`config.mk`:
```
export PLATFORM = sky130hd
export DESIGN_NAME = sram_bus_arbiter_flat
export DESIGN_NICKNAME = d
export VERILOG_FILES = /design/src/rtl/sram_bus_arbiter_if.sv /design/src/rtl/sram_bus_arbiter.sv /design/src/flat_wrapper.sv
export SDC_FILE = /design/constraint.sdc
export NUM_CORES = 1
export LEC_CHECK = 0
export CAP_MARGIN = 20
export CORE_AREA = 3 3 119 121
export DETAILED_ROUTE_END_ITERATION = 6
export DIE_AREA = 0 0 122 124
export PLACE_DENSITY = 0.75
export SLEW_MARGIN = 20
export SYNTH_ARGS = -nofsm -noshare
export SYNTH_HDL_FRONTEND = slang
export SYNTH_SLANG_ARGS = --single-unit
export TNS_END_PERCENT = 10
```
`constraint.sdc`:
```
create_clock -name clk -period 3.8 [get_ports clk]
set_input_delay 0.38 -clock clk [delete_from_list [all_inputs] [get_ports clk]]
set_output_delay 0.38 -clock clk [all_outputs]
set_load 0.01 [all_outputs]
```
`src/rtl/sram_bus_arbiter_if.sv`:
```
// sram_bus_arbiter_if: sram-like req/addr_ok/data_ok signals for the inst port, the data port and the shared memory port.
interface sram_bus_arbiter_if #(
    parameter int ADDR_W = 32,
    parameter int DATA_W = 32
);
    logic              inst_req;
    logic              inst_wr;
    logic [1:0]        inst_size;
    logic [ADDR_W-1:0] inst_addr;
    logic [DATA_W-1:0] inst_wdata;
    logic              inst_addr_ok;
    logic              inst_data_ok;
    logic [DATA_W-1:0] inst_rdata;
    logic              data_req;
    logic              data_wr;
    logic [1:0]        data_size;
    logic [ADDR_W-1:0] data_addr;
    logic [DATA_W-1:0] data_wdata;
    logic              data_addr_ok;
    logic              data_data_ok;
    logic [DATA_W-1:0] data_rdata;
    logic              mem_req;
    logic              mem_wr;
    logic [1:0]        mem_size;
    logic [ADDR_W-1:0] mem_addr;
    logic [DATA_W-1:0] mem_wdata;
    logic              mem_addr_ok;
    logic              mem_data_ok;
    logic [DATA_W-1:0] mem_rdata;
    // master is the arbiter's view; slave is the requesters plus the memory
    modport master (
        input  inst_req, inst_wr, inst_size, inst_addr, inst_wdata,
        output inst_addr_ok, inst_data_ok, inst_rdata,
        input  data_req, data_wr, data_size, data_addr, data_wdata,
        output data_addr_ok, data_data_ok, data_rdata,
        output mem_req, mem_wr, mem_size, mem_addr, mem_wdata,
        input  mem_addr_ok, mem_data_ok, mem_rdata
    );
    modport slave (
        output inst_req, inst_wr, inst_size, inst_addr, inst_wdata,
        input  inst_addr_ok, inst_data_ok, inst_rdata,
        output data_req, data_wr, data_size, data_addr, data_wdata,
        input  data_addr_ok, data_data_ok, data_rdata,
        input  mem_req, mem_wr, mem_size, mem_addr, mem_wdata,
        output mem_addr_ok, mem_data_ok, mem_rdata
    );
endinterface

```
`src/rtl/sram_bus_arbiter.sv`:
```
// sram_bus_arbiter: shares one sram-like memory port between inst fetch and data access, data first with bounded inst starvation.
module sram_bus_arbiter #(
    parameter int STARVE_LIMIT = 4,
    parameter int ADDR_W       = 32,
    parameter int DATA_W       = 32
) (
    input logic                clk,
    input logic                reset,
    sram_bus_arbiter_if.master bus
);
    typedef enum logic [1:0] {IDLE, ADDR, WAIT} state_t;
    state_t            r_state;
    state_t            w_next;
    logic              r_owner;
    logic              r_wr;
    logic [1:0]        r_size;
    logic [ADDR_W-1:0] r_addr;
    logic [DATA_W-1:0] r_wdata;
    logic [3:0]        r_starve_cnt;
    logic              w_idle;
    logic              w_starved;
    logic              w_grant_data;
    logic              w_grant_inst;
    logic              w_grant;
    assign w_idle       = r_state == IDLE;
    assign w_starved    = r_starve_cnt == 4'(STARVE_LIMIT);
    assign w_grant_data = w_idle && bus.data_req && !(bus.inst_req && w_starved);
    assign w_grant_inst = w_idle && bus.inst_req && !w_grant_data;
    assign w_grant      = w_grant_data || w_grant_inst;
    assign bus.mem_wr     = r_wr;
    assign bus.mem_size   = r_size;
    assign bus.mem_addr   = r_addr;
    assign bus.mem_wdata  = r_wdata;
    assign bus.inst_rdata = bus.mem_rdata;
    assign bus.data_rdata = bus.mem_rdata;
    always_comb begin
        w_next           = r_state;
        bus.inst_addr_ok = w_grant_inst;
        bus.data_addr_ok = w_grant_data;
        bus.mem_req      = r_state == ADDR;
        bus.inst_data_ok = 1'b0;
        bus.data_data_ok = 1'b0;
        case (r_state)
            IDLE: w_next = w_grant ? ADDR : IDLE;
            ADDR: w_next = bus.mem_addr_ok ? WAIT : ADDR;
            WAIT: begin
                bus.inst_data_ok = !r_owner && bus.mem_data_ok;
                bus.data_data_ok = r_owner && bus.mem_data_ok;
                w_next           = bus.mem_data_ok ? IDLE : WAIT;
            end
            default: w_next = IDLE;
        endcase
    end
    always_ff @(posedge clk) begin
        if (reset) begin
            r_state      <= IDLE;
            r_owner      <= 1'b0;
            r_wr         <= 1'b0;
            r_size       <= 2'd0;
            r_addr       <= '0;
            r_wdata      <= '0;
            r_starve_cnt <= 4'd0;
        end else begin
            r_state <= w_next;
            if (w_grant) begin
                r_owner      <= w_grant_data;
                r_wr         <= w_grant_data ? bus.data_wr : bus.inst_wr;
                r_size       <= w_grant_data ? bus.data_size : bus.inst_size;
                r_addr       <= w_grant_data ? bus.data_addr : bus.inst_addr;
                r_wdata      <= w_grant_data ? bus.data_wdata : bus.inst_wdata;
                // only a data win over a waiting inst request counts toward starvation
                r_starve_cnt <= (w_grant_data && bus.inst_req) ? (w_starved ? r_starve_cnt : r_starve_cnt + 4'd1) : 4'd0;
            end
        end
    end
endmodule
```
`src/flat_wrapper.sv`:
```
// flat-port wrapper written by rule: the top's interface ports become plain ports
module sram_bus_arbiter_flat 
#(
    parameter int STARVE_LIMIT = 4,
    parameter int ADDR_W       = 32,
    parameter int DATA_W       = 32
)
  (clk, reset, bus_inst_req, bus_inst_wr, bus_inst_size, bus_inst_addr, bus_inst_wdata, bus_inst_addr_ok, bus_inst_data_ok, bus_inst_rdata, bus_data_req, bus_data_wr, bus_data_size, bus_data_addr, bus_data_wdata, bus_data_addr_ok, bus_data_data_ok, bus_data_rdata, bus_mem_req, bus_mem_wr, bus_mem_size, bus_mem_addr, bus_mem_wdata, bus_mem_addr_ok, bus_mem_data_ok, bus_mem_rdata);
  sram_bus_arbiter_if #(.ADDR_W(ADDR_W), .DATA_W(DATA_W)) bus_i ();
  input logic clk;
  input logic reset;
  input wire logic [$bits(bus_i.inst_req)-1:0] bus_inst_req;
  input wire logic [$bits(bus_i.inst_wr)-1:0] bus_inst_wr;
  input wire logic [$bits(bus_i.inst_size)-1:0] bus_inst_size;
  input wire logic [$bits(bus_i.inst_addr)-1:0] bus_inst_addr;
  input wire logic [$bits(bus_i.inst_wdata)-1:0] bus_inst_wdata;
  output wire logic [$bits(bus_i.inst_addr_ok)-1:0] bus_inst_addr_ok;
  output wire logic [$bits(bus_i.inst_data_ok)-1:0] bus_inst_data_ok;
  output wire logic [$bits(bus_i.inst_rdata)-1:0] bus_inst_rdata;
  input wire logic [$bits(bus_i.data_req)-1:0] bus_data_req;
  input wire logic [$bits(bus_i.data_wr)-1:0] bus_data_wr;
  input wire logic [$bits(bus_i.data_size)-1:0] bus_data_size;
  input wire logic [$bits(bus_i.data_addr)-1:0] bus_data_addr;
  input wire logic [$bits(bus_i.data_wdata)-1:0] bus_data_wdata;
  output wire logic [$bits(bus_i.data_addr_ok)-1:0] bus_data_addr_ok;
  output wire logic [$bits(bus_i.data_data_ok)-1:0] bus_data_data_ok;
  output wire logic [$bits(bus_i.data_rdata)-1:0] bus_data_rdata;
  output wire logic [$bits(bus_i.mem_req)-1:0] bus_mem_req;
  output wire logic [$bits(bus_i.mem_wr)-1:0] bus_mem_wr;
  output wire logic [$bits(bus_i.mem_size)-1:0] bus_mem_size;
  output wire logic [$bits(bus_i.mem_addr)-1:0] bus_mem_addr;
  output wire logic [$bits(bus_i.mem_wdata)-1:0] bus_mem_wdata;
  input wire logic [$bits(bus_i.mem_addr_ok)-1:0] bus_mem_addr_ok;
  input wire logic [$bits(bus_i.mem_data_ok)-1:0] bus_mem_data_ok;
  input wire logic [$bits(bus_i.mem_rdata)-1:0] bus_mem_rdata;
  assign bus_i.inst_req = bus_inst_req;
  assign bus_i.inst_wr = bus_inst_wr;
  assign bus_i.inst_size = bus_inst_size;
  assign bus_i.inst_addr = bus_inst_addr;
  assign bus_i.inst_wdata = bus_inst_wdata;
  assign bus_inst_addr_ok = bus_i.inst_addr_ok;
  assign bus_inst_data_ok = bus_i.inst_data_ok;
  assign bus_inst_rdata = bus_i.inst_rdata;
  assign bus_i.data_req = bus_data_req;
  assign bus_i.data_wr = bus_data_wr;
  assign bus_i.data_size = bus_data_size;
  assign bus_i.data_addr = bus_data_addr;
  assign bus_i.data_wdata = bus_data_wdata;
  assign bus_data_addr_ok = bus_i.data_addr_ok;
  assign bus_data_data_ok = bus_i.data_data_ok;
  assign bus_data_rdata = bus_i.data_rdata;
  assign bus_mem_req = bus_i.mem_req;
  assign bus_mem_wr = bus_i.mem_wr;
  assign bus_mem_size = bus_i.mem_size;
  assign bus_mem_addr = bus_i.mem_addr;
  assign bus_mem_wdata = bus_i.mem_wdata;
  assign bus_i.mem_addr_ok = bus_mem_addr_ok;
  assign bus_i.mem_data_ok = bus_mem_data_ok;
  assign bus_i.mem_rdata = bus_mem_rdata;
  sram_bus_arbiter #(.STARVE_LIMIT(STARVE_LIMIT), .ADDR_W(ADDR_W), .DATA_W(DATA_W)) u_core (.clk(clk), .reset(reset), .bus(bus_i));
endmodule
```
==> results of run 1 <==
## state kept, by name, summed over array words and instances, names as in the netlist
register / cells
u_core.bus.mem_addr: 32
u_core.bus.mem_size: 2
u_core.bus.mem_wdata: 32
u_core.bus.mem_wr: 1
u_core.r_owner: 1
u_core.r_starve_cnt: 4
u_core.r_state: 2
## Yosys cell counts, types with 2 or more instances
cell and count:
nor3_1 2, nand4_1 3, nand4b_1 2, nor3b_2 2, a21oi_1 2, inv_1 71
buf_4 68, a221oi_2 10, buf_6 3, nor2b_1 2, a221oi_1 57, ha_1 2
nor3b_1 2, dfxtp_1 74, buf_2 14, a31oi_1 2, nor2_1 5, a22oi_1 58
nand2_1 68, a22oi_2 10, clkbuf_1 27
## cells in the final DEF, fill, tap and decap left out, drive strengths merged
master,count
dfxtp,74
a2111oi,1
a221oi,67
o31ai,1
a211o,1
nor3b,4
nand4b,3
nor3,2
clkdlybuf4s50,210
bufinv,1
clkinvlp,1
nand3b,1
nand2,68
a31oi,2
clkinv,3
ha,2
o21ai,1
or3b,1
a22oi,68
and2,1
clkbuf,11
nand4,3
inv,71
nand2b,1
a21oi,2
buf,8
o211ai,1
nor2,5
nor2b,2
and3,1
## layout make-up
| type | count | area (um2) | area share |
|---|---|---|---|
| Clock buffer | 11 | 253 | 0.0409 |
| Clock inverter | 5 | 52.6 | 0.00851 |
| Inverter | 71 | 267 | 0.0432 |
| Multi-Input combinational cell | 238 | 1740 | 0.282 |
| Sequential cell | 74 | 1480 | 0.240 |
| Tap cell | 176 | 220 | 0.0357 |
| Timing Repair Buffer | 218 | 2160 | 0.350 |
## power by group
part | internal, mW | switching, mW
Sequential | 0.859 | 0.0535
Combinational | 0.380 | 0.290
Clock | 0.541 | 0.327
## through the flow
step,area (um2),worst slack (ns),total power [mW]
after floorplan,4180,1.98,1.30
after global placement,5870,1.01,1.58
after detailed placement,5870,0.976,1.60
after CTS,6170,0.919,2.48
after global routing,6170,0.788,2.58
final,6170,0.943,2.45
## metal layers
layer | share of wire | track usage
met5 | 0 | 0
met4 | 0.017 | 0.0735
met3 | 0.093 | 0.0527
met2 | 0.50 | 0.283
met1 | 0.39 | 0.194
## cell families (layout without fill, tap and decap cells)
logic type      count (synthesis)  in the layout  synth area share
simple gates                   92             92             0.101
fa+ha+maj                       2              2           0.00598
flops                          74             74             0.354
buf+inv                       183            305             0.235
compound gates                144            144             0.304
## final timing paths
kind / slack (ns) / endpoint / startpoint / cells past startpoint
hold / removal: 0.52 / u_core.r_owner / u_core.r_owner / 2
setup / recovery: 0.94 / bus_data_addr_ok / u_core.r_starve_cnt[0] / 5
setup reg to reg: 1.47 / u_core.bus.mem_wdata[21] / u_core.r_starve_cnt[0] / 6
hold reg to reg: 0.52 / u_core.r_owner / u_core.r_owner / 2
## worst max-delay path, delay by kind of cell, from the launching register on
| family | cells | cell delay (ns) |
|---|---|---|
| simple gates | 2 | 0.78 |
| buf+inv | 2 | 0.76 |
| flops | 1 | 0.35 |
| fa+ha+maj | 1 | 0.26 |
==> results.py, run 1 <==
metrics = {
    "worst_setup_path": {
        "cp_slowest_stage_delay_ns": 0.68,
        "crit_type": "reg -> out",
        "crit_path_cell_trace": "inv_1 > ha_1 > nand4b_4 > and2_2 > clkdlybuf4s50_1",
        "worst_ep_required_time_ns": 3.42,
        "arrival_ns": 2.48,
        "startpoint_type": "flop",
        "worst_path_max_delay_cell": "clkdlybuf4s50_1",
        "crit_fanout": 32,
        "worst_setup_path_end_kind": "primary output",
    },
    "place": {
        "gp_congestion": 0.779,
        "post-place-cells": 777,
        "dp_hpwl_mm": 9.00,
        "numPortBuffers": 211,
    },
    "yosys": {
        "synth_area_um2": 4180,
        "yosysWarnings": 0,
        "synth_area_leaders": "dfxtp_1, buf_4, a221oi_1",
        "synth_edf_count": 0,
        "ys_seq_area_frac": 0.354,
        "ys_ff_latch": 74,
        "synth_async_sr_flop_share": 0,
        "synth.distinct_cells": 32,
        "synth_cells": 495,
        "yosysTopAreaCellShare": 0.354,
        "synth_top_area_cell": "dfxtp_1",
        "synth_ff_type": "dfxtp_1",
        "avgSynthCellArea_um2": 8.45,
        "syn_nets": 669,
    },
    "route": {
        "wl_per_cell_um": 16.6,
        "drc_errors": 0,
        "antenna_left": 0,
        "drtPass1Iterations": 5,
        "drt_iter0_markers": 239,
        "num_vias": 4170,
        "finalWirelength_mm": 13.1,
        "viasPerCell": 5.26,
    },
    "sta": {
        "hold_viol_final": 0,
        "maxSlewViolCount": 0,
        "finalHoldWorstSlack_ns": 0.523,
        "rsz0062_at_grt": "false",
        "maxSlewHeadroom": 0.400,
        "fin_crit_ns": 2.86,
        "final.period_utilization": 0.752,
        "worstMarginPinSlew_ns": 0.901,
        "setup_tns_ns": 0,
        "clock_skew_ns": 0.00703,
        "finalSetupViolations": 0,
        "timing.fmax_mhz": 350,
    },
    "cells_and_area": {
        "nNetsFinal": 786,
        "syn_to_final_growth_pct": 47.6,
        "n_fill_cell": 1235,
        "fin_util": 0.468,
        "n_antenna_cell": 0,
        "instances_no_fill": 793,
        "final_layout_size_suffix_gt1_frac": 0.0794,
    },
    "floorplanning": {
        "coreArea_um2": 13200,
        "initial_utilization": 0.317,
        "fp.dieArea_um2": 15100,
        "die_w_um": 122,
        "die_h_um": 124,
        "io-pin-count": 308,
        "rows": 42,
    },
    "clock_network": {
        "cts_tree": "built",
        "cts_buffers": 9,
        "clk_latency_ns": 0.33,
        "ctsHoldBuffers": 0,
        "cts-root-buf": "clkbuf_16",
        "clk_pin_slew_worst_paths_ns": 0.06,
        "clock_sinks": 74,
        "htreeDepth": 3,
        "cts_setup_buffers": 0,
        "cts-resized-gates": 0,
        "clockBufferDepth": 2,
    },
    "grt": {
        "overflow": 0,
        "grt_pass1_vias": 4091,
        "antenna_found_initial": 0,
        "grt_max_degree": 76,
        "grt_usage": 0.167,
        "grt_pass1_wl_mm": 20.3,
    },
    "pwr": {
        "vdd_drop_max_uv": 224,
        "powerDensity_nw_per_um2": 397,
        "leakage_nw": 2.43,
    },
    "outcome": {
        "status": "finished, final reports clean",
    },
    "worst_hold_path": {
        "hold_path.class": "reg -> reg",
    },
    "job": {
        "max-cap-violations": 0,
    },
}
Power figures use the tool's default switching activity.
==> inputs of run 2 (changes only) <==
--- a/config.mk
+++ b/config.mk
@@ -6,10 +6,10 @@
 export NUM_CORES = 1
 export LEC_CHECK = 0
 export CAP_MARGIN = 20
-export CORE_AREA = 3 3 119 121
+export CORE_AREA = 3 3 117 119
 export DETAILED_ROUTE_END_ITERATION = 6
-export DIE_AREA = 0 0 122 124
-export PLACE_DENSITY = 0.75
+export DIE_AREA = 0 0 120 122
+export PLACE_DENSITY = 0.77
 export SLEW_MARGIN = 20
 export SYNTH_ARGS = -nofsm -noshare
 export SYNTH_HDL_FRONTEND = slang
==> constraint.sdc (replaced) <==
create_clock -name clk -period 2.7 [get_ports clk]
set_input_delay 0.27 -clock clk [delete_from_list [all_inputs] [get_ports clk]]
set_output_delay 0.27 -clock clk [all_outputs]
set_load 0.01 [all_outputs]
==> run 2 against run 1 <==
Effect of this change:
- hold slack got worse by 0.051 ns
- sequential share of layout area shrank 0.32 points
- die area decreased by 3.2%
- final cell count fell by 0.25%
- sequential power up 41%
- register-to-register slack worse by 0.93 ns
- first-iteration DRC count shrank 33%
- flip-flop and latch count unchanged
- clock skew grew 0.00099 ns
- final area rose by 1.3%
- clock power rose by 62%
- via count down 0.77%
==> results.py, run 2 (synthesized netlist as in run 1, its figures left out) <==
metrics = {
    "route": {
        "drtPass1Iterations": 5,
        "drt_iter0_markers": 160,
        "antenna_left": 0,
        "wl_per_cell_um": 17.1,
        "viasPerCell": 5.23,
        "drc_errors": 0,
        "finalWirelength_mm": 13.6,
        "num_vias": 4138,
    },
    "sta": {
        "final.period_utilization": 0.859,
        "finalSetupViolations": 0,
        "rsz0062_at_grt": "false",
        "timing.fmax_mhz": 431,
        "hold_viol_final": 0,
        "worstMarginPinSlew_ns": 0.840,
        "maxSlewHeadroom": 0.440,
        "fin_crit_ns": 2.32,
        "finalHoldWorstSlack_ns": 0.472,
        "maxSlewViolCount": 0,
        "setup_tns_ns": 0,
        "clock_skew_ns": 0.00802,
    },
    "clock_network": {
        "clock_sinks": 74,
        "clk_pin_slew_worst_paths_ns": 0.05,
        "cts-resized-gates": 0,
        "cts_setup_buffers": 0,
        "ctsHoldBuffers": 0,
        "clockBufferDepth": 2,
        "clk_latency_ns": 0.33,
        "cts-root-buf": "clkbuf_16",
        "cts_tree": "built",
        "htreeDepth": 3,
        "cts_buffers": 9,
    },
    "pwr": {
        "p_int_mw": 2.70,
        "powerDensity_nw_per_um2": 582,
        "power_switching_mw": 0.939,
        "leakage_nw": 2.48,
        "p_seq_frac": 0.353,
        "vdd_drop_max_uv": 264,
        "combPwrFrac": 0.260,
        "clkPwrFrac": 0.387,
        "switching_share": 0.258,
    },
    "floorplanning": {
        "io-pin-count": 308,
        "rows": 41,
        "die_h_um": 122,
        "die_w_um": 120,
        "coreArea_um2": 12700,
        "fp.dieArea_um2": 14600,
        "initial_utilization": 0.330,
    },
    "cells_and_area": {
        "fin_util": 0.494,
        "syn_to_final_growth_pct": 49.6,
        "final_common_cell": "clkdlybuf4s50_1",
        "nNetsFinal": 788,
        "final_layout_size_suffix_gt1_frac": 0.0824,
        "instances_no_fill": 791,
        "final_cell_mix": "clkdlybuf4s50_1, dfxtp_1, inv_1",
        "n_antenna_cell": 0,
        "final_area_um2": 6260,
    },
    "job": {
        "max-cap-violations": 0,
    },
    "grt": {
        "grt_pass1_vias": 4196,
        "grt_pass1_wl_mm": 21.2,
        "grt_usage": 0.177,
        "antenna_found_initial": 0,
        "grt_max_degree": 76,
        "overflow": 0,
    },
    "worst_setup_path": {
        "cp_slowest_stage_delay_ns": 0.55,
        "arrival_ns": 2.05,
        "path_buf_inv": 2,
        "startpoint_type": "flop",
        "crit_fanout": 4,
        "endpoint": "bus_inst_addr_ok",
        "worst_path_max_delay_cell": "clkdlybuf4s50_1",
        "worstReg2RegStart": "u_core.r_starve_cnt[0]",
        "reg2reg_depth": 6,
        "crit_type": "reg -> out",
        "crit_start": "u_core.r_starve_cnt[0]",
        "cp.depth": 6,
        "r2r_slack_ns": 0.54,
        "worst_ep_required_time_ns": 2.43,
        "crit_family": "buffers and inverters",
        "crit_path_cell_trace": "inv_1 > ha_1 > nand4b_4 > and2_2 > nor2_1 > clkdlybuf4s50_1",
        "r2r_end": "u_core.bus.mem_wdata[13]",
        "worst_setup_path_end_kind": "primary output",
    },
    "place": {
        "gp_congestion": 0.787,
        "post-place-cells": 775,
        "placed_area_um2": 5900,
        "numPortBuffers": 211,
        "dp_hpwl_mm": 9.42,
    },
    "worst_hold_path": {
        "hold_path.class": "in -> reg",
    },
    "outcome": {
        "status": "finished, final reports clean",
    },
}
## run 2: cell types whose count changed in the layout (fill, tap and decap cells not counted), sizes merged
cell	change
buf	+2
bufinv	+2
clkinv	-1
clkinvlp	-1
## run 2: final cells by class
| class | instances | area [um2] |
|---|---|---|
| Fill cell | 1199 | 6410 |
| Timing Repair Buffer | 220 | 2200 |
| Multi-Input combinational cell | 238 | 1740 |
| Sequential cell | 74 | 1480 |
| Inverter | 71 | 267 |
| Clock buffer | 11 | 253 |
| Tap cell | 172 | 215 |
| Clock inverter | 5 | 100 |
## run 2: worst register-to-register path: stages, from the launching register on
cell,delay [ns]
dfxtp_1,0.34
inv_1,0.08
ha_1,0.27
nand4b_4,0.12
buf_4,0.66
a22oi_1,0.24
a221oi_1,0.34
## run 2: how the worst min path moves through the flow
stage               depth (start not counted)                      to                   start
finish                                      2          u_core.r_owner                   reset
global route                                2          u_core.r_owner                   reset
global placement                            2  u_core.r_starve_cnt[0]  u_core.r_starve_cnt[0]
floorplan                                   1       u_core.r_state[0]         bus_mem_addr_ok
detailed placement                          2  u_core.r_starve_cnt[0]  u_core.r_starve_cnt[0]
CTS                                         2          u_core.r_owner                   reset
## run 2: metal layers
layer  vias up  part of all wire  wire [um]  global-route usage
met2       208              0.49       6690               0.296
li1       1929                 -          -                   -
met5         -                 0          0                   0
met3        42              0.10       1380              0.0752
met4         0             0.027        365              0.0680
met1      1959              0.38       5120               0.199
## run 2: power groups by stage
| stage | Combinational (mW) | Sequential, mW | Clock (mW) |
|---|---|---|---|
| after floorplan | 0.494 | 1.34 | 0 |
| after global placement | 0.930 | 1.30 | 0 |
| after detailed placement | 0.952 | 1.30 | 0 |
| after CTS | 0.956 | 1.28 | 1.45 |
| after global routing | 1.02 | 1.30 | 1.49 |
| final | 0.947 | 1.29 | 1.41 |
## run 2: stage by stage
step	setup slack [ns]	total power, mW
floorplan	0.990	1.83
global placement	0.442	2.23
detailed placement	0.424	2.25
CTS	0.353	3.69
global route	0.256	3.81
finish	0.381	3.64
